File: config.mk
export PLATFORM = sky130hd
export DESIGN_NAME = fir_tap_reader
export DESIGN_NICKNAME = d
export VERILOG_FILES = /design/src/rtl/fir_tap_reader.sv
export SDC_FILE = /design/constraint.sdc
export NUM_CORES = 1
export LEC_CHECK = 0
export CORE_MARGIN = 5
export CORE_UTILIZATION = 45
export DETAILED_ROUTE_END_ITERATION = 10
export GPL_ROUTABILITY_DRIVEN = 0
export PLACE_DENSITY = 0.69
export SLEW_MARGIN = 20
export SYNTH_ARGS = -nofsm -noshare
export SYNTH_HDL_FRONTEND = slang
export SYNTH_SLANG_ARGS = --single-unit
File: constraint.sdc
create_clock -name clk -period 11 [get_ports clk]
set_input_delay 2.2 -clock clk [delete_from_list [all_inputs] [get_ports clk]]
set_output_delay 2.2 -clock clk [all_outputs]
set_load 0.005 [all_outputs]
File: src/rtl/fir_tap_reader.sv
// ---------------------------------------------------------------------------
// fir_tap_reader
//
// Reader end of the FIR sample buffer. Keeps a circular history of the last
// TAPS samples. The upstream writer supplies one new sample per window. After
// each accepted sample the full tap window is streamed to the MAC datapath,
// newest sample first, over a valid/ready handshake.
//
// Ports:
//   clk       rising-edge clock
//   reset     asynchronous, active-high; clears storage, pointers and flags
//   enable    writer strobe; a sample is taken only while flags is low
//   data_in   sample from the writer
//   flags     busy; high while a window is being read, so the writer holds off
//   rd_data   current tap sample (combinational read of the history)
//   rd_valid  rd_data / rd_index / rd_last are valid
//   rd_ready  MAC accepts the current tap
//   rd_index  tap number, 0 = newest sample
//   rd_last   final tap of the window (rd_index == TAPS-1)
//   primed    at least TAPS samples accepted since reset
//   overrun   sticky; a write was attempted while flags was high
// ---------------------------------------------------------------------------
module fir_tap_reader #(
    parameter int WIDTH  = 32,
    parameter int TAPS   = 8,
    parameter int ADDR_W = 3
) (
    input  logic              clk,
    input  logic              reset,
    input  logic              enable,
    input  logic [WIDTH-1:0]  data_in,
    output logic              flags,
    output logic [WIDTH-1:0]  rd_data,
    output logic              rd_valid,
    input  logic              rd_ready,
    output logic [ADDR_W-1:0] rd_index,
    output logic              rd_last,
    output logic              primed,
    output logic              overrun
);

    // The write counter needs one extra bit so it can hold the value TAPS.
    localparam int CNT_W = ADDR_W + 1;
    localparam logic [ADDR_W-1:0] LAST_TAP  = ADDR_W'(TAPS - 1);
    localparam logic [CNT_W-1:0]  FULL_CNT  = CNT_W'(TAPS);
    localparam logic [ADDR_W-1:0] PTR_STEP  = ADDR_W'(1);
    localparam logic [CNT_W-1:0]  CNT_STEP  = CNT_W'(1);

    typedef enum logic {
        IDLE = 1'b0,
        READ = 1'b1
    } state_t;

    state_t            state;
    logic [WIDTH-1:0]  mem [TAPS];
    logic [ADDR_W-1:0] wr_ptr;
    logic [ADDR_W-1:0] rd_ptr;
    logic [ADDR_W-1:0] tap_cnt;
    logic [CNT_W-1:0]  wr_count;
    logic              overrun_q;

    // Single controller for storage, pointers and the IDLE/READ sequencing.
    // A write in IDLE stores the sample, aims the read pointer at it and
    // starts a window. In READ each accepted tap walks the read pointer one
    // entry older (wrapping naturally since TAPS is a power of two) until
    // the last tap, which returns to IDLE. The tap counter is cleared on the
    // way out so rd_index reads 0 whenever no window is active.
    always_ff @(posedge clk or posedge reset) begin
        if (reset) begin
            for (int i = 0; i < TAPS; i++) begin
                mem[i] <= '0;
            end
            wr_ptr    <= '0;
            rd_ptr    <= '0;
            tap_cnt   <= '0;
            wr_count  <= '0;
            overrun_q <= 1'b0;
            state     <= IDLE;
        end else begin
            case (state)
                IDLE: begin
                    if (enable) begin
                        mem[wr_ptr] <= data_in;
                        rd_ptr      <= wr_ptr;
                        wr_ptr      <= wr_ptr + PTR_STEP;
                        tap_cnt     <= '0;
                        state       <= READ;
                        if (wr_count != FULL_CNT) begin
                            wr_count <= wr_count + CNT_STEP;
                        end
                    end
                end
                READ: begin
                    // A write attempt while busy is dropped but remembered.
                    if (enable) begin
                        overrun_q <= 1'b1;
                    end
                    if (rd_ready) begin
                        if (tap_cnt == LAST_TAP) begin
                            tap_cnt <= '0;
                            state   <= IDLE;
                        end else begin
                            tap_cnt <= tap_cnt + PTR_STEP;
                            rd_ptr  <= rd_ptr - PTR_STEP;
                        end
                    end
                end
                default: begin
                    state <= IDLE;
                end
            endcase
        end
    end

    // All status outputs come straight from registered state, so there is
    // no combinational path from the writer strobe back to flags.
    always_comb begin
        flags    = (state == READ);
        rd_valid = (state == READ);
        rd_index = tap_cnt;
        rd_last  = (state == READ) && (tap_cnt == LAST_TAP);
        primed   = (wr_count == FULL_CNT);
        overrun  = overrun_q;
        rd_data  = mem[rd_ptr];
    end

endmodule

==> metrics, run 1 <==
slowest stage delay, CP 0.75 ns; Fillers 2232; drt total wl 25.2 mm; Final min period 5.48 ns; Synth cell types 32; Core ar. 26800 um2; NumNets Final 912; Die X 175 um; Post-synth EDFFs 0; post-synth top area cell dfrtp_1; Buffers on Ports 75; power per cell area 235 nW/um2; Slew Limit Fails 0; die area 30500 um2; CTS tree built; I/O Pins 76; fmax 0.183 GHz; top cell type's share of synthesized area 55.6%; Final ANT Viol Nets 0; largest net degree at the start of global routing 141; leakage 6.71 nW; Placement Cell Area 13200 um2; antenna fix cells 0; clock root cell clkbuf_16; CTS Hold Buffers Added 0; Fin Setup TNS 0 ns; GRT Overall Usage 17.0%; Clock Pin Slew Worst Setup and Hold Paths 0.06 ns; number of global-route vias before repair 7493; Main synth FF type dfrtp_1; Peak VDD IR 0.000118 V; post-cts gate resize count 0; global route overflow 0; DR vias 6812; Inserted Clock Buffers 29; HPWL Detailed 14.7 mm; Worst EP arrival 3.28 ns; Rows 60; Worst Hold Path Cells 1; 1st-iter DRT viols 346; Hold WC Path Type reg2reg; hold_sp overrun; clock sinks 271; synth cell count leaders dfrtp_1, mux2_2, nand2_1; antenna violations before repair 0; Area growth syn-to-layout 16.5%; routed vias/inst 5.54; Setup crit end kind primary output; Worst-Margin Slew 1.09 ns; Final Cycle Share 49.8%; Synth Area per Inst 15.2 um2; max-cap violations 0; synthesized cell area 12200 um2; synth warn 0; status complete, no violations; synth top area cells dfrtp_1, mux2_2, mux4_2; first-pass GRT wire length 42.0 mm; worst slack, placed 5.97 ns; crit start category flip-flop; reg2reg start flags; CP cell instances buf_4, mux4_2, nand2_1, nand2_1, clkdlybuf4s50_1; Syn Inst Count 801; CP Class reg2out; post-CTS repair timing setup buffer count 0; post-route cell area 14200 um2; drt drc 0; Pre-antenna DRT Iters 4; Seq/Total Area, Yosys 55.6%; routed len/inst 20.5 um; final hold violation count 0; Setup Skew 0.0122 ns; CTS H-Tree Depth 1; Final Power 3.34 mW; crit path max-delay cell type buf_4; Worst EP required 8.80 ns; Slew HR 27.4%; Starting Density 45.5%; post-synthesis net count 843; RSZ-0062 raised after global routing false; most frequent cell after synthesis dfrtp_1; Critical Path Source rd_ptr[0]; Final WS setup 5.52 ns; Crit path top cell by count nand2_1; Die Span Y 175 um; Synth Register Bits 271; CP max FO 42; fraction of layout cells with a size suffix above 1 43.7%; R2R depth 4; latest clock arrival within the worst-skew pair 0.54 ns; fin util 53.0%; final setup vio count 0; Max Root-Sink Buffers 3; ys async rst share 100%
-- final timing paths --
kind | to | slack (ns)
worst max-delay path | rd_data[15] | 5.52
worst min-delay path | overrun | 0.46
worst max register to register | mem[85] | 8.17
worst min register to register | overrun | 0.46
max in group asynchronous | mem[223] | 7.43
min in group asynchronous | mem[174] | 2.02
-- cell usage in the layout (no fill, tap or decap), types with 4 or more instances in the layout --
cell / n
inv_1: 4
nand2_1: 105
clkbuf_16: 29
clkdlybuf4s50_1: 75
mux2_1: 4
clkbuf_8: 10
ha_1: 6
mux4_2: 64
buf_4: 11
mux2_2: 256
nand3b_1: 4
xnor2_1: 4
dfrtp_1: 269
clkbuf_1: 6
a21oi_1: 4
-- registers in the layout, summed over array words and instances, names as in the netlist --
signal / count
overrun: 1
rd_ptr: 3
rd_index: 3
wr_count: 4
mem: 256
wr_ptr: 3
flags: 1
-- routing by layer --
layer	vias up	part of all wire [%]	GRT usage, %
met4	0	2.0	3.34
met2	110	49	28.2
met1	3612	46	24.3
met5	-	0	0
li1	3050	-	-
met3	40	3.3	2.23
-- report_power, final --
group	switching [mW]	internal, mW	leakage [nW]	total, mW
logic	0.383	0.581	2.63	0.964
registers	0.171	1.25	3.61	1.42
clock network	0.384	0.571	0.463	0.956
-- layout make-up --
class,count,area (um2),share of cell area [%]
clock inverter,4,52.6,0.370
timing repair buffer,88,872,6.13
clock buffer,45,886,6.23
sequential,271,6790,47.8
multi-input combinational,475,5160,36.3
tap,341,427,3.00
inverter,5,26.3,0.185
-- through the flow --
step | cells | hold slack, ns
floorplan | 801 | 0.451
global placement | 1179 | 0.444
detailed placement | 1179 | 0.453
CTS | 1228 | 0.471
global route | 1229 | 0.494
finish | 1229 | 0.463
-- kinds of logic after synthesis --
kind of cell | share of synthesized area [%]
xor gates and xnor gates | 0.287
DFF | 55.6
muxes | 35.9
adders and majority gates | 0.615
AOI/OAI and AO/OA | 0.759
buffers and inverters | 2.37
and+or+nand+nor | 4.50
-- worst max-delay path, delay by kind of cell (launching register included) --
| family | cells | cell delay [ns] |
|---|---|---|
| buffers and inverters | 2 | 1.21 |
| flip-flops | 1 | 0.72 |
| AND/OR/NAND/NOR | 2 | 0.17 |
| multiplexers | 1 | 0.59 |
(Power assumes the default switching activity.)
==> inputs of run 2 (changes only) <==
PLACE_DENSITY = 0.72   (was 0.69)
clock period = 4.4 ns   (was 11 ns; I/O delays follow)
==> run 2 against run 1 <==
Via count is 1.4% higher; wire length grew 2.3%; clock power increased to 2.7 times the previous value; worst setup slack lost 4.9 ns; critical path type unchanged.
==> metrics, run 2 (same netlist as run 1, synthesis figures left out) <==
Worst EP required 3.52 ns (was 8.80 ns); hold_sp overrun (unchanged); Seq pwr share 41.9% (was 42.5%); I/O Pins 76 (unchanged); Pint 6.19 mW (was 2.40 mW); crit start category flip-flop (unchanged); drt drc 0 (unchanged); CTS tree built (unchanged); NumNets Final 925 (was 912); Setup Skew 0.00952 ns (was 0.0122 ns); Final Non-Filler Cells 1246 (was 1229); crit path max-delay cell type dfrtp_4 (was buf_4); max-cap violations 0 (unchanged); Die X 175 um (unchanged); routed vias/inst 5.54 (about the same); fraction of layout cells with a size suffix above 1 45.2% (was 43.7%); Max Root-Sink Buffers 3 (unchanged); slowest stage delay, CP 0.85 ns (was 0.75 ns); critical path buffer and inverter count 2 (unchanged); Starting Density 45.5% (unchanged); Peak VDD IR 0.000413 V (was 0.000118 V); RSZ-0062 raised after global routing false (unchanged); max FFs per register 256 (unchanged); Hold WC Path Type reg2reg (unchanged); worst slack, placed 1.12 ns (was 5.97 ns); final setup vio count 0 (unchanged); Rows 60 (unchanged); Buffers on Ports 75 (unchanged); latest clock arrival within the worst-skew pair 0.53 ns (was 0.54 ns); Worst Hold Path Cells 1 (unchanged); CTS Hold Buffers Added 0 (unchanged); post-CTS repair timing setup buffer count 0 (unchanged); drt total wl 25.7 mm (was 25.2 mm); clock sinks 271 (unchanged); number of global-route vias before repair 7401 (was 7493); die area 30500 um2 (unchanged); antenna fix cells 0 (unchanged); first-pass GRT wire length 42.5 mm (was 42.0 mm); biggest registers after layout mem: 256 flops, wr_count: 4 flops (unchanged); routed len/inst 20.7 um (was 20.5 um); CP Class reg2out (unchanged); Psw 2.39 mW (was 938 uW); leakage 6.82 nW (was 6.71 nW); CP max FO 35 (was 42); status complete, no violations (unchanged); Slew HR 47.5% (was 27.4%); Inserted Clock Buffers 29 (unchanged); Die Span Y 175 um (unchanged); Clock power frac 29.8% (was 28.6%); power per cell area 595 nW/um2 (was 235 nW/um2); placed cells 1193 (was 1179); Clock Pin Slew Worst Setup and Hold Paths 0.06 ns (about the same); most common cell after layout, fill and taps aside dfrtp_1 (unchanged); Final WS setup 0.639 ns (was 5.52 ns); post-cts gate resize count 0 (unchanged); final hold violation count 0 (unchanged); Final min period 3.76 ns; GRT Overall Usage 17.2% (was 17.0%); antenna violations before repair 0 (unchanged); reg2reg start flags (unchanged); Crit path top cell by count nand2_1 (unchanged); Final Power 8.59 mW (was 3.34 mW); Core ar. 26800 um2 (unchanged); Slew Limit Fails 0 (unchanged); DR vias 6905 (was 6812); R2R depth 4 (unchanged); sw frac 27.9% (was 28.1%); clock root cell clkbuf_16 (unchanged); Final Cycle Share 85.5%; CP top delay family flip-flops (was buffers and inverters); CTS H-Tree Depth 1 (unchanged); Worst-Margin Slew 0.786 ns (was 1.09 ns); Worst EP arrival 2.88 ns (was 3.28 ns); reg2reg setup slack 1.95 ns (was 8.17 ns); global route overflow 0 (unchanged); Worst R2R End mem[199] (was mem[85]); Area growth syn-to-layout 18.2% (was 16.5%); Pre-antenna DRT Iters 4 (unchanged); largest net degree at the start of global routing 135 (was 141); most flop-heavy register mem (unchanged); CP cell instances buf_4, mux4_2, nand2_1, nand2_1, clkdlybuf4s50_1 (unchanged); Final ANT Viol Nets 0 (unchanged); 1st-iter DRT viols 311 (was 346); hold endpoint overrun (unchanged); Setup crit end kind primary output (unchanged); combinational share of power 28.2% (was 28.9%); HPWL Detailed 15.5 mm (was 14.7 mm); most frequent cells in the layout dfrtp_1, mux2_2, nand2_1 (unchanged); fmax 0.266 GHz
-- run 2: cell count changes in the layout (fill, tap and decap cells not counted), sizes merged --
cell | previous run | this run
buf | 13 | 26
bufinv | 1 | 4
clkbuf | 45 | 40
clkinv | 1 | 7
clkinvlp | 0 | 3
inv | 7 | 4
-- run 2: through the flow --
stage	utilization, %	cell area (um2)	hold WS (ns)	TNS (ns)
4_1_cts	53.8	14400	0.464	0
5_1_grt	53.8	14400	0.495	0
2_1_floorplan	-	12200	0.451	-16.65
6_report	53.8	14400	0.459	0
3_5_place_dp	50.0	13400	0.447	0
3_3_place_gp	50.0	13400	0.444	0
-- run 2: worst max path at each step --
stage / slack (ns) / endpoint / cells past startpoint / startpoint
global route: 0.44 / rd_data[2] / 5 / rd_ptr[0]
CTS: 0.58 / rd_data[2] / 5 / rd_ptr[0]
floorplan: -0.06 / flags / 1 / reset
global placement: 1.14 / rd_data[2] / 5 / rd_ptr[0]
finish: 0.64 / rd_data[2] / 5 / rd_ptr[0]
detailed placement: 1.12 / mem[199] / 5 / enable
-- run 2: cell type report --
| class | instances | area, um2 |
|---|---|---|
| Fill cell | 2206 | 12400 |
| Sequential cell | 271 | 6790 |
| Multi-Input combinational cell | 475 | 5160 |
| Timing Repair Buffer | 101 | 996 |
| Clock buffer | 40 | 857 |
| Tap cell | 341 | 427 |
| Clock inverter | 13 | 170 |
| Inverter | 5 | 22.5 |
-- run 2: metal layers --
layer  routed length (um)  track usage, %  vias up
li1                     -               -     3093
met1                11900            24.6     3679
met2                12600            28.7      101
met3                  826            2.38       32
met4                  413            3.14        0
met5                    0               0        -
-- run 2: power groups by stage --
stage               Combinational, mW  Sequential, mW  Clock, mW
floorplan                        1.81            3.36          0
global placement                 2.41            3.63          0
detailed placement               2.45            3.65          0
CTS                              2.47            3.61       2.63
global route                     2.64            3.70       2.72
finish                           2.42            3.60       2.56
==> inputs of run 3 (changes only) <==
ABC_CLOCK_PERIOD_IN_PS = 4400   (was unset)
CORE_UTILIZATION = 54   (was 45)
PLACE_DENSITY = 0.83   (was 0.72)
==> run 3 against run 2 <==
Die area decreased by 16%; clock skew increased by 0.0057 ns; power decreased by 2.5%; critical path type unchanged; largest cell class unchanged; critical endpoint is now rd_data[10]; first-iteration DRC count increased by 14%; sequential share of layout area increased by 0.51 points; sequential cell count unchanged; largest power group unchanged; maximum frequency increased by 0.64%; core utilization increased by 9.8 points; worst setup slack improved by 0.024 ns.
==> metrics, run 3 (same netlist as run 1, synthesis figures left out) <==
Rows 55 (was 60); clock sinks 271 (unchanged); global route overflow 0 (unchanged); drt drc 0 (unchanged); clock root cell clkbuf_16 (unchanged); GRT Overall Usage 20.3% (was 17.2%); Crit path top cell by count nand2_1 (unchanged); Multi-input gate area 5160 um2 (unchanged); Setup crit end kind primary output (unchanged); Worst-Margin Slew 1.06 ns (was 0.786 ns); Worst EP required 3.52 ns (about the same); Final Power 8.37 mW (was 8.59 mW); largest net degree at the start of global routing 91 (was 135); Worst Hold Path Cells 1 (unchanged); Final ANT Viol Nets 0 (unchanged); status complete, no violations (unchanged); fraction of layout cells with a size suffix above 1 43.9% (was 45.2%); Area growth syn-to-layout 17.0% (was 18.2%); hold_sp mem[42] (was overrun); Final min period 3.74 ns (was 3.76 ns); Hold WC Path Type reg2reg (unchanged); Slew Limit Fails 0 (unchanged); Pre-antenna DRT Iters 4 (unchanged); post-cts gate resize count 0 (unchanged); Setup Skew 0.0152 ns (was 0.00952 ns); max-cap violations 0 (unchanged); crit start category flip-flop (unchanged); crit path max-delay cell type dfrtp_4 (unchanged); 1st-iter DRT viols 356 (was 311); CTS tree built (unchanged); routed len/inst 21.3 um (was 20.7 um); biggest registers after layout mem: 256 flops, wr_count: 4 flops (unchanged); Die X 160 um (was 175 um); Die Span Y 160 um (was 175 um); die area 25700 um2 (was 30500 um2); Slew HR 29.0% (was 47.5%); Worst R2R End mem[40] (was mem[199]); latest clock arrival within the worst-skew pair 0.54 ns (was 0.53 ns); power per cell area 586 nW/um2 (was 595 nW/um2); number of global-route vias before repair 7681 (was 7401); reg2reg setup slack 1.98 ns (was 1.95 ns); I/O Pins 76 (unchanged); most frequent cells in the layout dfrtp_1, mux2_2, nand2_1 (unchanged); NumNets Final 918 (was 925); fmax 0.268 GHz (was 0.266 GHz); critical path buffer and inverter count 2 (unchanged); slowest stage delay, CP 0.76 ns (was 0.85 ns); Core ar. 22400 um2 (was 26800 um2); CP max FO 25 (was 35); Inserted Clock Buffers 29 (unchanged); Max Root-Sink Buffers 3 (unchanged); HPWL Detailed 15.4 mm (was 15.5 mm); antenna fix cells 0 (unchanged); DR vias 6873 (was 6905); CP Class reg2out (unchanged); most flop-heavy register mem (unchanged); CP top delay family buffers and inverters (was flip-flops); antenna violations before repair 1 (was 0); final hold violation count 0 (unchanged); Final Cycle Share 84.9% (was 85.5%); Clock Pin Slew Worst Setup and Hold Paths 0.06 ns (about the same); FF/Latch Area 6790 um2 (unchanged); max FFs per register 256 (unchanged); first-pass GRT wire length 42.2 mm (was 42.5 mm); Buffers on Ports 75 (unchanged); final setup vio count 0 (unchanged); routed vias/inst 5.81 (was 5.54); Starting Density 54.4% (was 45.5%); R2R depth 4 (unchanged); CTS H-Tree Depth 1 (unchanged); reg2reg start flags (unchanged); post-CTS repair timing setup buffer count 0 (unchanged); CTS Hold Buffers Added 0 (unchanged); CP cell instances buf_4, mux4_2, nand2_1, nand2_1, clkdlybuf4s50_1 (unchanged); Fillers 1659 (was 2206); leakage 6.76 nW (was 6.82 nW); hold endpoint mem[42] (was overrun); fin util 63.6% (was 53.8%); most common cell after layout, fill and taps aside dfrtp_1 (unchanged); Worst EP arrival 2.86 ns (was 2.88 ns); Peak VDD IR 0.000419 V (was 0.000413 V); drt total wl 25.1 mm (was 25.7 mm); RSZ-0062 raised after global routing false (unchanged)
==> run 3: cell count changes in the layout (fill, tap and decap cells not counted) <==
cell	before	now
clkinvlp_4	3	1
bufinv_16	4	1
buf_12	4	9
inv_6	0	1
buf_4	22	10
clkbuf_1	2	10
clkinv_2	7	4
clkbuf_8	9	8
==> run 3: worst max path at each step <==
stage	start	end	slack, ns	depth (start not counted)
4_1_cts	rd_ptr[0]	rd_data[17]	0.61	5
5_1_grt	rd_ptr[0]	rd_data[17]	0.50	5
2_1_floorplan	reset	flags	-0.06	1
6_report	rd_ptr[0]	rd_data[10]	0.66	5
3_5_place_dp	enable	mem[110]	1.15	5
3_3_place_gp	rd_ptr[0]	rd_data[10]	1.21	5
==> run 3: cell type report <==
class,count,share of cell area [%]
Timing Repair Buffer,94,7.05
Tap cell,285,2.50
Clock buffer,47,6.12
Multi-Input combinational cell,475,36.2
Inverter,5,0.158
Sequential cell,271,47.6
Clock inverter,6,0.412
==> run 3: routing by layer <==
layer,part of all wire [%],vias up,GRT usage (%)
met5,0.028,-,0
met4,2.4,2,4.93
met3,3.7,51,2.98
met2,50,119,34.1
met1,44,3639,28.2
li1,-,3062,-
==> run 3: power by group <==
| group | internal [mW] | switching [mW] | leakage (nW) |
|---|---|---|---|
| Sequential | 3.11 | 0.481 | 3.61 |
| Clock | 1.41 | 0.942 | 0.461 |
| Combinational | 1.49 | 0.937 | 2.68 |
==> run 3: stage by stage <==
stage                     area, um2  hold slack [ns]  setup slack [ns]  instances  setup TNS, ns
after global routing          14300            0.508             0.501       1183              0
after floorplan               12200            0.451           -0.0614        801         -16.65
after detailed placement      13300            0.485              1.15       1130              0
after global placement        13300            0.472              1.21       1130              0
after CTS                     14300            0.497             0.607       1183              0
final                         14300            0.492             0.663       1183              0
==> run 3: worst reg2reg max path, stage by stage (launching register included) <==
cell and delay, ns:
dfrtp_1 0.57, nand2b_1 0.38, nor3_4 0.64, buf_4 0.35
mux2_2 0.36
==> RTL change: new RTL, config.mk and constraints of run 2 <==
Register the output `flags`, without a reset; this adds one clock of latency there. The other outputs are not delayed to match. Comments in the files are not updated.
--- a/src/rtl/fir_tap_reader.sv
+++ b/src/rtl/fir_tap_reader.sv
@@ -50,6 +50,8 @@
         IDLE = 1'b0,
         READ = 1'b1
     } state_t;
+
+    logic flags_d;
 
     state_t            state;
     logic [WIDTH-1:0]  mem [TAPS];
@@ -115,7 +117,7 @@
     // All status outputs come straight from registered state, so there is
     // no combinational path from the writer strobe back to flags.
     always_comb begin
-        flags    = (state == READ);
+        flags_d  = (state == READ);
         rd_valid = (state == READ);
         rd_index = tap_cnt;
         rd_last  = (state == READ) && (tap_cnt == LAST_TAP);
@@ -124,5 +126,9 @@
         rd_data  = mem[rd_ptr];
     end
 
+    always_ff @(posedge clk) begin
+        flags <= flags_d;
+    end
+
 endmodule
 
Formal check against the unedited RTL: not equivalent (a bounded check fails within 4 cycles, from zero or initial values and one cycle with reset high).
==> RTL change against run 2 <==
Sequential cell count rose by 1. Non-clock buffer count fell by 3. Die area barely moved. Area after synthesis rose by 0.10%. Register-to-register slack improved by 0.09 ns. Highest routed layer is now met5. Sequential share of layout area rose by 0.36 points. First-iteration DRC count rose by 15%. Wire length rose by 0.87%. Setup slack improved by 0.045 ns. Final area fell by 0.47%. Core utilization fell by 0.40 points. Power fell by 1.7%.
==> RTL change: results (changes against run 2) <==
* Worst skew pair latency at 0.53 ns (about the same)
* Primary FF master, synth: dfrtp_1 (unchanged)
* Synth Area in Compound Gates at 0.007580 (was 0.007588)
* First-pass GRT wire length at 42710 um (was 42500 um)
* H-tree level count at 1 (unchanged)
* Clock-pin slew on the worst setup and hold paths at 0.06 ns (about the same)
* Async SR Flop Fraction at 0.9963 (was 1.000)
* Worst setup path end: rd_data[17] (was rd_data[2])
* Hold Path Depth at 1 (unchanged)
* Top Family by Delay on Critical Path: buffers and inverters (was flip-flops)
* Synth cell types at 33 (was 32)
* Post-synthesis xor/xnor area fraction at 0.002868 (was 0.002871)
* Post-synthesis mux area share at 0.3585 (was 0.3589)
* Gr usage total at 0.1735 (was 0.1722)
* Nets@finish at 923 (was 925)
* HP Class: reg2reg (unchanged)
* Sequential-to-total area share from yosys stat at 0.5569 (was 0.5558)
* Status: completed (unchanged)
* Critical R2R Capture: mem[196] (was mem[199])
* Relative slew slack at 0.3114 (was 0.4753)
* Post-DP HPWL at 15390 um (was 15540 um)
* 1st-pass router iterations at 6 (was 4)
* CP peak stage delay at 0.76 ns (was 0.85 ns)
* R2R Setup Slk at 2.04 ns (was 1.95 ns)
* Synth top area cells: dfrtp_1 (56%), mux2_2 (24%), mux4_2 (12%) (unchanged)
* Vias in the first global route at 7548 (was 7401)
* Yosys warnings at 0 (unchanged)
* Largest net degree at the start of global routing at 74 (was 135)
* FILL cells at 2230 (was 2206)
* Post-Synth Adder-Cell Area at 0.006146 (was 0.006153)
* Resized cells post-CTS at 0 (unchanged)
* Max Fanout on Critical Path at 27 (was 35)
* R2r startpoint: rd_valid (was flags)
* Hold Path Sink: mem[42] (was overrun)
* Post-DP Area at 13410 um2 (was 13400 um2)
* Power per cell area at 587.6 nW/um2 (was 595.1 nW/um2)
* Setup Skew at 0.01014 ns (was 0.009520 ns)
* CP startpoint: rd_ptr[0] (unchanged)
* DRT Wirelength at 25970 um (was 25750 um)
* Initial drt markers at 357 (was 311)
* Psw at 2.353 mW (was 2.391 mW)
* Via count at 6953 (was 6905)
* Critical Path AT at 2.84 ns (was 2.88 ns)
* Share of layout cells above drive strength 1 at 0.4411 (was 0.4519)
* Worst Hold Launch: mem[42] (was overrun)
* Initial antenna violation count at 1 (was 0)
* P_leak at 6.778 nW (was 6.816 nW)
* Max VDD drop at 271.7 uV (was 413.2 uV)
-- RTL change: cell count changes after synthesis --
cell     before  now
dfxtp_1       0    1
buf_4        14   13
-- RTL change: metrics by stage --
stage | utilization | total power, mW | hold WS, ns | setup WS (ns) | std cells
after floorplan | - | 5.185 | 0.4510 | -0.06143 | 801
after global placement | 0.4989 | 6.034 | 0.4638 | 1.172 | 1191
after detailed placement | 0.4989 | 6.107 | 0.4735 | 1.168 | 1191
after CTS | 0.5343 | 8.548 | 0.4883 | 0.6038 | 1241
after global routing | 0.5343 | 8.910 | 0.5083 | 0.5324 | 1241
final | 0.5343 | 8.438 | 0.4842 | 0.6841 | 1241
-- RTL change: power groups by stage --
stage	Sequential [mW]	Combinational, mW	Clock [mW]
after global placement	3.60	2.43	0
after global routing	3.68	2.66	2.57
after detailed placement	3.64	2.47	0
final	3.59	2.43	2.41
after CTS	3.60	2.48	2.47
after floorplan	3.37	1.81	0
-- RTL change: worst register-to-register path, stage by stage, from the launching register on --
cell,delay (ns)
dfrtp_1,0.55
and2b_1,0.44
nand3_2,0.47
buf_4,0.45
mux2_2,0.33
-- RTL change: area by class of cell --
class | count | area share
Sequential cell | 272 | 0.4742
Multi-Input combinational cell | 475 | 0.3597
Timing Repair Buffer | 98 | 0.06866
Clock buffer | 46 | 0.06126
Tap cell | 341 | 0.02971
Clock inverter | 4 | 0.004880
Inverter | 5 | 0.001568
-- RTL change: routing by layer --
layer	up-vias	routed length, um	track usage
met4	2	463	0.03437
li1	3077	-	-
met1	3738	11760	0.2400
met3	38	804	0.02726
met5	-	20	0
met2	98	12920	0.2947
